$ cat src/rtl/ddr_axi_pkg.sv
// Shared constants, state encoding and helpers for the DDR AXI4 burst initiator.
package ddr_axi_pkg;

    localparam int unsigned STATE_W    = 3;
    localparam int unsigned PAGE_BYTES = 4096;

    localparam logic [STATE_W-1:0] ST_IDLE = 3'd0;
    localparam logic [STATE_W-1:0] ST_AW   = 3'd1;
    localparam logic [STATE_W-1:0] ST_W    = 3'd2;
    localparam logic [STATE_W-1:0] ST_B    = 3'd3;
    localparam logic [STATE_W-1:0] ST_AR   = 3'd4;
    localparam logic [STATE_W-1:0] ST_R    = 3'd5;
    localparam logic [STATE_W-1:0] ST_FAIL = 3'd6;

    localparam logic [2:0] AXI_SIZE_4B    = 3'b010;
    localparam logic [1:0] AXI_BURST_INCR = 2'b01;
    localparam logic [1:0] AXI_RESP_OKAY   = 2'b00;
    localparam logic [1:0] AXI_RESP_EXOKAY = 2'b01;
    localparam logic [1:0] AXI_RESP_SLVERR = 2'b10;
    localparam logic [1:0] AXI_RESP_DECERR = 2'b11;

    // True when a burst of len+1 words starting at this page offset runs past the page end.
    function automatic logic crosses_page(input logic [11:0] offset, input logic [7:0] len);
        logic [12:0] span_end;
        span_end = 13'(offset) + {3'b000, len, 2'b00} + 13'd4;
        return span_end > 13'(PAGE_BYTES);
    endfunction

endpackage

$ cat src/rtl/ddr_axi_burst_master.sv
// Single-outstanding AXI4 INCR burst initiator for the board DDR port.
// Requests are registered onto AW/AR; W and R beats pass straight through.
module ddr_axi_burst_master
    import ddr_axi_pkg::*;
#(
    parameter logic [3:0] AXI_ID = 4'h0,
    parameter logic [3:0] CACHE  = 4'b0011
) (
    input  logic        clk,
    input  logic        rst,

    input  logic        req_valid,
    output logic        req_ready,
    input  logic        req_we,
    input  logic [31:0] req_addr,
    input  logic [7:0]  req_len,

    input  logic [31:0] wr_data,
    input  logic [3:0]  wr_strb,
    input  logic        wr_valid,
    output logic        wr_ready,

    output logic [31:0] rd_data,
    output logic        rd_last,
    output logic        rd_valid,
    input  logic        rd_ready,

    output logic        done_valid,
    output logic        done_err,

    output logic [3:0]  ddr_awid,
    output logic [31:0] ddr_awaddr,
    output logic [7:0]  ddr_awlen,
    output logic [2:0]  ddr_awsize,
    output logic [1:0]  ddr_awburst,
    output logic        ddr_awlock,
    output logic [3:0]  ddr_awcache,
    output logic [2:0]  ddr_awprot,
    output logic [3:0]  ddr_awqos,
    output logic        ddr_awvalid,
    input  logic        ddr_awready,

    output logic [31:0] ddr_wdata,
    output logic [3:0]  ddr_wstrb,
    output logic        ddr_wlast,
    output logic        ddr_wvalid,
    input  logic        ddr_wready,

    input  logic [3:0]  ddr_bid,
    input  logic [1:0]  ddr_bresp,
    input  logic        ddr_bvalid,
    output logic        ddr_bready,

    output logic [3:0]  ddr_arid,
    output logic [31:0] ddr_araddr,
    output logic [7:0]  ddr_arlen,
    output logic [2:0]  ddr_arsize,
    output logic [1:0]  ddr_arburst,
    output logic        ddr_arlock,
    output logic [3:0]  ddr_arcache,
    output logic [2:0]  ddr_arprot,
    output logic [3:0]  ddr_arqos,
    output logic        ddr_arvalid,
    input  logic        ddr_arready,

    input  logic [3:0]  ddr_rid,
    input  logic [31:0] ddr_rdata,
    input  logic [1:0]  ddr_rresp,
    input  logic        ddr_rlast,
    input  logic        ddr_rvalid,
    output logic        ddr_rready
);

    logic [STATE_W-1:0] state;
    logic [STATE_W-1:0] state_next;
    logic [31:0]        addr_q;
    logic [7:0]         len_q;
    logic [7:0]         beat_cnt;
    logic               err_acc;

    logic accept;
    logic in_w;
    logic in_r;
    logic w_hs;
    logic r_hs;
    logic b_hs;
    logic r_beat_err;
    logic unused_resp_bits;

    assign accept = (state == ST_IDLE) && req_valid && req_ready;
    assign in_w   = (state == ST_W);
    assign in_r   = (state == ST_R);
    assign w_hs   = in_w && wr_valid && ddr_wready;
    assign r_hs   = in_r && ddr_rvalid && rd_ready;
    assign b_hs   = (state == ST_B) && ddr_bready && ddr_bvalid;

    assign unused_resp_bits = ^{req_addr[1:0], ddr_bresp[0], ddr_rresp[0]};

    // Fixed AXI attributes; address and length come only from registers.
    assign ddr_awid    = AXI_ID;
    assign ddr_awaddr  = addr_q;
    assign ddr_awlen   = len_q;
    assign ddr_awsize  = AXI_SIZE_4B;
    assign ddr_awburst = AXI_BURST_INCR;
    assign ddr_awlock  = 1'b0;
    assign ddr_awcache = CACHE;
    assign ddr_awprot  = 3'b000;
    assign ddr_awqos   = 4'h0;
    assign ddr_arid    = AXI_ID;
    assign ddr_araddr  = addr_q;
    assign ddr_arlen   = len_q;
    assign ddr_arsize  = AXI_SIZE_4B;
    assign ddr_arburst = AXI_BURST_INCR;
    assign ddr_arlock  = 1'b0;
    assign ddr_arcache = CACHE;
    assign ddr_arprot  = 3'b000;
    assign ddr_arqos   = 4'h0;

    // Zero-latency data paths, gated so nothing leaks outside W / R.
    assign ddr_wdata  = wr_data;
    assign ddr_wstrb  = wr_strb;
    assign ddr_wvalid = in_w && wr_valid;
    assign ddr_wlast  = in_w && (beat_cnt == len_q);
    assign wr_ready   = in_w && ddr_wready;

    assign rd_data    = ddr_rdata;
    assign rd_valid   = in_r && ddr_rvalid;
    assign rd_last    = in_r && ddr_rlast;
    assign ddr_rready = in_r && rd_ready;

    assign r_beat_err = ddr_rresp[1] || (ddr_rid != AXI_ID)
                     || (ddr_rlast && (beat_cnt != len_q))
                     || (!ddr_rlast && (beat_cnt == len_q));

    always_ff @(posedge clk) begin
        if (rst) state <= ST_IDLE;
        else     state <= state_next;
    end

    always_comb begin
        state_next = state;
        case (state)
            ST_IDLE: begin
                if (accept) begin
                    if (crosses_page({req_addr[11:2], 2'b00}, req_len)) state_next = ST_FAIL;
                    else if (req_we)                                    state_next = ST_AW;
                    else                                                state_next = ST_AR;
                end
            end
            ST_AW:   if (ddr_awready) state_next = ST_W;
            ST_W:    if (w_hs && ddr_wlast) state_next = ST_B;
            ST_B:    if (b_hs) state_next = ST_IDLE;
            ST_AR:   if (ddr_arready) state_next = ST_R;
            ST_R:    if (r_hs && ddr_rlast) state_next = ST_IDLE;
            ST_FAIL: state_next = ST_IDLE;
            default: state_next = ST_IDLE;
        endcase
    end

    // Handshake flags track the next state so they are valid the cycle a state is entered.
    always_ff @(posedge clk) begin
        if (rst) begin
            req_ready   <= 1'b0;
            ddr_awvalid <= 1'b0;
            ddr_arvalid <= 1'b0;
            ddr_bready  <= 1'b0;
            addr_q      <= 32'h0;
            len_q       <= 8'h0;
            beat_cnt    <= 8'h0;
            err_acc     <= 1'b0;
            done_valid  <= 1'b0;
            done_err    <= 1'b0;
        end else begin
            req_ready   <= (state_next == ST_IDLE);
            ddr_awvalid <= (state_next == ST_AW);
            ddr_arvalid <= (state_next == ST_AR);
            ddr_bready  <= (state_next == ST_B);
            done_valid  <= 1'b0;
            done_err    <= 1'b0;
            if (accept) begin
                addr_q   <= {req_addr[31:2], 2'b00};
                len_q    <= req_len;
                beat_cnt <= 8'h0;
                err_acc  <= 1'b0;
            end
            if (w_hs) beat_cnt <= beat_cnt + 8'd1;
            if (r_hs) begin
                beat_cnt <= beat_cnt + 8'd1;
                err_acc  <= err_acc || r_beat_err;
                if (ddr_rlast) begin
                    done_valid <= 1'b1;
                    done_err   <= err_acc || r_beat_err;
                end
            end
            if (b_hs) begin
                done_valid <= 1'b1;
                done_err   <= ddr_bresp[1] || (ddr_bid != AXI_ID);
            end
            if (state == ST_FAIL) begin
                done_valid <= 1'b1;
                done_err   <= 1'b1;
            end
        end
    end

endmodule

$ cat config.mk
export PLATFORM = sky130hd
export DESIGN_NAME = ddr_axi_burst_master
export DESIGN_NICKNAME = d
export VERILOG_FILES = /design/src/rtl/ddr_axi_pkg.sv /design/src/rtl/ddr_axi_burst_master.sv
export SDC_FILE = /design/constraint.sdc
export NUM_CORES = 1
export LEC_CHECK = 0
export ABC_AREA = 1
export CAP_MARGIN = 20
export CORE_AREA = 2 2 129 131
export DETAILED_ROUTE_END_ITERATION = 12
export DIE_AREA = 0 0 131 133
export HOLD_SLACK_MARGIN = 0.1
export PLACE_DENSITY = 0.68
export SKIP_LAST_GASP = 1
export SLEW_MARGIN = 15
export SYNTH_ARGS = -nofsm -noshare
export SYNTH_HDL_FRONTEND = slang
export SYNTH_SLANG_ARGS = --single-unit
$ cat constraint.sdc
create_clock -name clk -period 2.5 [get_ports clk]
set_input_delay 0.5 -clock clk [delete_from_list [all_inputs] [get_ports clk]]
set_output_delay 0.5 -clock clk [all_outputs]
set_load 0.01 [all_outputs]
==> metrics.log, run 1 <==
[metrics] final hold violations: 0
[metrics] depth of the CTS H-tree: 2
[metrics] power per cell area: ~640 nW/um2
[metrics] total count of max-transition violations in the final report: 0
[metrics] Overall Global Routing Usage: around an eighth
[metrics] Pwr Total: 3440 uW
[metrics] clk_skew: 0.0113 ns
[metrics] Remaining Overflow, GRT: 0
[metrics] core area: roughly 16000 um2
[metrics] routed length per instance: around 13 um
[metrics] CTS buffer count: 5
[metrics] Worst Path Buf+Inv: 2
[metrics] dominant cell type by count on the critical path: sky130_fd_sc_hd__nand2_2
[metrics] endpoint kind of the worst setup timing path: register
[metrics] number of buffers on the longest clock path: 2
[metrics] vias in the first global route: around 3200
[metrics] share of post-route cells with drive strength above 1: between 15 and 20%
[metrics] width of the die: roughly 130 um
[metrics] Max Cap Viol: 0
[metrics] count of different cell masters after synthesis: between 40 and 50
[metrics] Synth Cell Area: ~4000 um2
[metrics] buffers added on ports: approximately 150
[metrics] setup repair after global routing missed its margin: true
[metrics] CP Class: input port to register
[metrics] post-CTS clock slew at the launch and capture registers of the worst setup and hold paths: roughly 0.080 ns
[metrics] starting DRC count in detailed routing: 81
[metrics] Detailed Routing Iterations Pass 1: 4
[metrics] final std cells w/o fill: 838
[metrics] required time worst endpoint: ~2.7 ns
[metrics] run status: completed
[metrics] Async S/R FF share, synth: 0%
[metrics] fraction of the cycle the final worst path needs: between 90% and 100%
[metrics] maximum fanout encountered on the critical timing path: 4
[metrics] # setup viols final: 0
[metrics] Util after Layout: around 33%
[metrics] number of standard cells after synthesis: ~560
[metrics] type of origin of the critical path: input port
[metrics] most instantiated flip-flop cell in the synthesis netlist: sky130_fd_sc_hd__dfxtp_1
[metrics] largest cells by area after synthesis: sky130_fd_sc_hd__buf_4, sky130_fd_sc_hd__dfxtp_1, sky130_fd_sc_hd__nor2_1
[metrics] minimum clock period: 2.38 ns
[metrics] Cell Count Post-Placement: slightly above 800
[metrics] path class of the lowest-slack min-delay path: register to register
[metrics] internal portion of total power: roughly 2200 uW
[metrics] proportion of netlist area held by the largest area contributor: 27.9%
[metrics] Combinational Power Share: between 40% and 50%
[metrics] remaining number of nets flagged by the antenna check after routing: 0
[metrics] DIE HEIGHT: between 100 and 150 um
[metrics] CTS hold repair buffers: 0
[metrics] DRC violations left: 0
[metrics] DR vias: roughly 3300
[metrics] Post-Layout Inst Area: around 5400 um2
[metrics] Max rail drop VDD: around 0.00027 V
[metrics] row cnt: 47
[metrics] most numerous cell types in the synthesized netlist: sky130_fd_sc_hd__buf_4, sky130_fd_sc_hd__nor2_1, sky130_fd_sc_hd__dfxtp_1
[metrics] Post-synth EDFFs: 0
[metrics] via density per instance: about 4
[metrics] layout filler cell count: ~1700
[metrics] Highest Clock Rate: ~420 MHz
[metrics] Critical Path Max Stage Delay: roughly 0.53 ns
[metrics] flops & latches, synth: 56
[metrics] die area: approximately 17000 um2
[metrics] crit-path leading delay family: simple AND/OR/NAND/NOR gates
[metrics] most instantiated library cell after synthesis: sky130_fd_sc_hd__buf_4
[metrics] sequential cell fraction of total power: about 33%
[metrics] clock tree from TritonCTS: done
[metrics] syn_area_per_cell: between 7 and 8 um2
[metrics] initial cell density of the core: between 20% and 30%
[metrics] share of power burned in the clock network: 24.7%
[metrics] clk sinks: between 50 and 60
[metrics] reported net switching power: about 1200 uW
[metrics] instance area after placement: about 5000 um2
[metrics] Area Overhead vs Synth: 31.1%
[metrics] total leakage power: approximately 0.0023 uW
[metrics] switching share of total power: ~35%
[metrics] clock latency at the later pin of the worst-skew pair: slightly above 0.3 ns
[metrics] slowest stage cell on the critical path: sky130_fd_sc_hd__clkdlybuf4s50_1
[metrics] total half-perimeter wirelength after legalization and detailed placement: about 8600 um
[metrics] cells traversed along the worst timing path: clkdlybuf4s50_1, ha_4, ha_4, inv_1, nand2_1, nand3_1, nand2_1, nand2_1, nand2_1, nor2_1, nand3_2, nand2_2, nand2_2, nand2_2, nand2_2, nand2_2, nor2_2
[metrics] final net count: between 700 and 800
[metrics] Routability Congestion: about 0.85
[metrics] Top Ports: about 330
[metrics] antenna violations before repair: 0
[metrics] count of yosys warnings during synthesis: 0
[metrics] post-detailed-routing wire length: between 10000 and 15000 um
[metrics] Total Negative Setup Slacks: 0 ns
[metrics] CP Data Arrival Time: 2.59 ns
[metrics] cell at the root of the clock tree: sky130_fd_sc_hd__clkbuf_16
[metrics] number of antenna cells inserted: 0
[metrics] pin count of the biggest net entering global routing: 34
[metrics] global-route wire length before repair: 16700 um
[metrics] Yosys top cell by area: sky130_fd_sc_hd__buf_4
[metrics] sequential-to-total area share from yosys stat: a little over a quarter
worst paths after layout:
| path | end | startpoint | depth (start not counted) | slack, ns |
|---|---|---|---|---|
| worst max register to register | ddr_arlen[2] | state[0] | 5 | 0.74 |
| worst min register to register | beat_cnt[7] | beat_cnt[7] | 1 | 0.48 |
| worst max-delay path | ddr_arvalid | req_len[3] | 17 | 0.12 |
| worst min-delay path | beat_cnt[7] | beat_cnt[7] | 1 | 0.48 |
area by class of cell:
cell class / instances / area (um2) / area share (%)
clock buffer: 5 / 125 / 2.33
clock inverter: 3 / 46.3 / 0.864
inverter: 46 / 179 / 3.34
multi-input combinational: 337 / 1950 / 36.4
sequential: 56 / 1120 / 21.0
tap: 220 / 275 / 5.14
timing repair buffer: 171 / 1660 / 30.9
cells by family (layout without fill, tap and decap cells):
logic type      after synthesis  after routing  synth area share (%)
xor+xnor                     10             10                  2.14
simple gates                194            194                  22.0
fa+ha+maj                    18             18                  5.69
flops                        56             56                  27.4
other cells                   2             46                 0.184
compound gates               69             69                  9.00
buf+inv                     210            225                  33.6
cell usage in the layout, fill, tap and decap left out, types with 5 or more instances in the layout:
cell type / instances
sky130_fd_sc_hd__inv_2: 8
sky130_fd_sc_hd__clkbuf_2: 6
sky130_fd_sc_hd__nand3_1: 16
sky130_fd_sc_hd__nand2_1: 43
sky130_fd_sc_hd__xor2_1: 9
sky130_fd_sc_hd__dlymetal6s2s_1: 9
sky130_fd_sc_hd__dfxtp_1: 53
sky130_fd_sc_hd__nand2_2: 6
sky130_fd_sc_hd__inv_1: 35
sky130_fd_sc_hd__nor2_2: 5
sky130_fd_sc_hd__o21ai_0: 43
sky130_fd_sc_hd__clkdlybuf4s50_1: 131
sky130_fd_sc_hd__a21oi_1: 17
sky130_fd_sc_hd__conb_1: 46
sky130_fd_sc_hd__clkbuf_16: 5
sky130_fd_sc_hd__nor2_1: 97
sky130_fd_sc_hd__buf_4: 23
sky130_fd_sc_hd__ha_4: 13
worst reg2reg max path, cell delays in order, from the launching register on:
cell and delay, ns:
sky130_fd_sc_hd__dfxtp_1 0.39, sky130_fd_sc_hd__nor2_2 0.20, sky130_fd_sc_hd__nand4_4 0.29, sky130_fd_sc_hd__buf_4 0.33
sky130_fd_sc_hd__o21ai_0 0.38, sky130_fd_sc_hd__nor2_1 0.06
state kept, by name, indices dropped and copies added (netlist names):
register and flops:
ddr_arvalid 1, done_err 1, ddr_awvalid 1, err_acc 1, beat_cnt 8, ddr_arlen 8, ddr_bready 1, req_ready 1
ddr_araddr 30, done_valid 1, state 3
routing by layer:
layer | vias up | share of wire, % | routed length, um | global-route usage [%]
li1 | 1678 | - | - | -
met1 | 1477 | 42 | 4630 | 14.8
met2 | 157 | 47 | 5210 | 20.1
met3 | 31 | 8.4 | 930 | 4.41
met4 | 0 | 2.9 | 320 | 5.61
met5 | - | 0 | 0 | 0
timing repair:
item	4_1_cts	5_1_grt
setup buffers	1	1
resized for setup	23	39
endpoints found under the hold margin	0	0
pin swaps	11	15
endpoints found under the setup margin	8	8
stage by stage:
step,worst slack (ns),hold slack (ns)
after global routing,-0.0598,0.508
after global placement,-0.509,0.454
final,0.119,0.484
after floorplan,0.140,0.441
after detailed placement,-0.553,0.465
after CTS,-0.000966,0.482
power by group through the flow:
stage	clock (uW)	combinational (uW)	sequential [uW]
6_report	850	1440	1150
3_3_place_gp	0	1370	1170
2_1_floorplan	0	887	1210
3_5_place_dp	0	1390	1170
5_1_grt	924	1590	1170
4_1_cts	885	1420	1150
Note: power is estimated with default switching activity, not from simulation.
==> run 2, diff against run 1 <==
Settings changed: GPL_TIMING_DRIVEN set to 0.
==> run 2 against run 1 <==
  * Non-clock buffer count increased by 212
  * Flip-flop and latch count stayed put
  * Cell area is 32% higher
  * Power is 7.5% higher
  * Largest power group unchanged
  * Critical path depth decreased by 10
  * Critical endpoint is now ddr_wlast
  * Count of clock-buffer cells in the layout unchanged
  * Sequential share of layout area fell by 5.0 points
  * Wire length grew 14%
  * Sequential power about the same
  * Worst setup slack got worse by 0.021 ns
  * Cell count is 25% higher
==> metrics.log, run 2 (synthesis gave the netlist of run 1 again) <==
[metrics] run status: completed
[metrics] routed length per instance: 12.0 um
[metrics] total half-perimeter wirelength after legalization and detailed placement: 10600 um
[metrics] final std cells w/o fill: 1051
[metrics] Overall Global Routing Usage: 13.8%
[metrics] launch instance of the worst min-delay path: req_addr[3]
[metrics] starting DRC count in detailed routing: 112
[metrics] minimum clock period: roughly 2.4 ns
[metrics] layer carrying the most global-route usage: met2
[metrics] via density per instance: slightly below 4
[metrics] Top Ports: 334
[metrics] path depth of the worst reg2reg path: 5
[metrics] sequential cell fraction of total power: about a third
[metrics] post-CTS clock slew at the launch and capture registers of the worst setup and hold paths: ~0.07 ns
[metrics] cell at the root of the clock tree: sky130_fd_sc_hd__clkbuf_16
[metrics] max reg flops: 30
[metrics] global-route wire length before repair: 19000 um
[metrics] met1 Usage GRT: 16.1%
[metrics] total leakage power: 0.00326 uW
[metrics] vias in the first global route: just under 4000
[metrics] layout filler cell count: 1634
[metrics] Worst Hold Depth: 3
[metrics] endpoint kind of the worst setup timing path: output pin
[metrics] antenna violations before repair: 1
[metrics] worst reg2reg path startpoint: state[2]
[metrics] DRC violations left: 0
[metrics] setup repair after global routing missed its margin: true
[metrics] core area: between 15000 and 20000 um2
[metrics] destination of the worst hold path: ddr_araddr[3]
[metrics] area occupied by multi-input gates: between 1500 and 2000 um2
[metrics] Cell Count Post-Placement: 1038
[metrics] Routability Congestion: between 0.8 and 0.9
[metrics] required time worst endpoint: 2.00 ns
[metrics] pin count of the biggest net entering global routing: 19
[metrics] Highest Clock Rate: around 420 MHz
[metrics] final net count: just under 1000
[metrics] # setup viols final: 0
[metrics] Remaining Overflow, GRT: 0
[metrics] clock tree from TritonCTS: done
[metrics] reported net switching power: 1250 uW
[metrics] met2 layer usage reported by global route: roughly a quarter
[metrics] width of the die: about 130 um
[metrics] initial cell density of the core: 25.3%
[metrics] minimum setup slack among reg-to-reg paths: approximately 0.9 ns
[metrics] CTS buffer count: 5
[metrics] Max Cap Viol: 0
[metrics] type of origin of the critical path: register
[metrics] Detailed Routing Iterations Pass 1: 4
[metrics] Max rail drop VDD: ~0.0003 V
[metrics] switching share of total power: between 30% and 40%
[metrics] post-place setup slack: -0.658 ns
[metrics] fraction of the cycle the final worst path needs: 96.1%
[metrics] DIE HEIGHT: 133 um
[metrics] most common library cell in the layout ignoring fill and taps: sky130_fd_sc_hd__clkdlybuf4s50_1
[metrics] die area: around 17000 um2
[metrics] row cnt: 47
[metrics] Combinational Power Share: 49.1%
[metrics] register area: between 1000 and 1500 um2
[metrics] Area Overhead vs Synth: 72.9%
[metrics] post-detailed-routing wire length: ~13000 um
[metrics] internal portion of total power: 2440 uW
[metrics] CP Class: register to output pin
[metrics] most frequent cells in the layout: sky130_fd_sc_hd__clkdlybuf4s50_1, sky130_fd_sc_hd__buf_4, sky130_fd_sc_hd__nor2_1
[metrics] end of the worst register-to-register path: ddr_araddr[6]
[metrics] met3 usage: approximately 3.0%
[metrics] final worst slack: 0.0979 ns
[metrics] final hold violations: 0
[metrics] path class of the lowest-slack min-delay path: input port to register
[metrics] share of post-route cells with drive strength above 1: between 20% and 30%
[metrics] remaining number of nets flagged by the antenna check after routing: 0
[metrics] number of buffers on the longest clock path: 2
[metrics] depth of the CTS H-tree: 2
[metrics] buffers added on ports: 215
[metrics] power per cell area: around 520 nW/um2
[metrics] share of power burned in the clock network: between 10% and 20%
[metrics] maximum fanout encountered on the critical timing path: 4
[metrics] CP Data Arrival Time: about 1.9 ns
[metrics] clock latency at the later pin of the worst-skew pair: roughly 0.3 ns
[metrics] clk_skew: ~0.0042 ns
[metrics] DR vias: 4083
[metrics] total count of max-transition violations in the final report: 0
[metrics] clk sinks: 56
-- run 2: through the flow --
stage	setup TNS, ns	power, uW	util, %	hold WS (ns)	instance area (um2)
after detailed placement	-4.25	2950	41.3	0.465	6680
after floorplan	0	2090	-	0.441	4250
after global routing	-0.0191	3950	43.7	0.490	7070
after CTS	-0.0183	3700	42.8	0.486	6920
final	0	3690	43.7	0.472	7070
after global placement	-3.97	2930	41.3	0.453	6680
-- run 2: worst max-delay path by stage --
stage	cells after the start	from	endpoint
floorplan	17	req_addr[3]	ddr_arvalid
global placement	18	req_len[1]	ddr_arvalid
detailed placement	18	req_len[1]	ddr_arvalid
CTS	18	req_addr[5]	ddr_arvalid
global route	7	ddr_arlen[3]	ddr_wlast
finish	7	ddr_arlen[3]	ddr_wlast
-- run 2: area by class of cell --
type / instances / share of cell area, %
clock inverter: 3 / 0.336
buffer: 164 / 16.9
clock buffer: 5 / 1.77
timing repair buffer: 219 / 30.9
multi-input combinational: 337 / 27.7
sequential: 56 / 16.0
antenna: 1 / 0.0354
inverter: 46 / 2.53
tap: 220 / 3.90
-- run 2: power groups by stage --
stage	registers [uW]	logic (uW)	clock network, uW
6_report	1160	1810	716
5_1_grt	1190	1990	770
4_1_cts	1170	1790	741
3_5_place_dp	1190	1760	0
3_3_place_gp	1190	1740	0
2_1_floorplan	1210	887	0
-- run 2: repair_timing --
item	in CTS	in global routing
hold buffers	0	0
setup endpoints to repair	8	8
resized for setup	29	39
setup buffers	2	2
pin swaps	10	12
-- run 2: routing by layer --
layer	part of all wire [%]	up-vias
met4	1.1	0
met5	0	-
li1	-	2109
met1	40	1795
met2	51	170
met3	7.4	9
-- run 2: worst max-delay path, stage by stage (launching register included) --
cell and delay [ns]:
sky130_fd_sc_hd__dfxtp_2 0.37, sky130_fd_sc_hd__xor2_1 0.17, sky130_fd_sc_hd__nor2_1 0.11, sky130_fd_sc_hd__nand2_1 0.07, sky130_fd_sc_hd__nor2_2 0.14, sky130_fd_sc_hd__inv_1 0.10, sky130_fd_sc_hd__nor2_1 0.10, sky130_fd_sc_hd__clkdlybuf4s50_1 0.55
==> run 3, diff against run 2 <==
Settings changed: CTS_CLUSTER_DIAMETER set to 200.
==> results of run 3 <==
Final layout, timing and power as in run 2 (identical DEF).
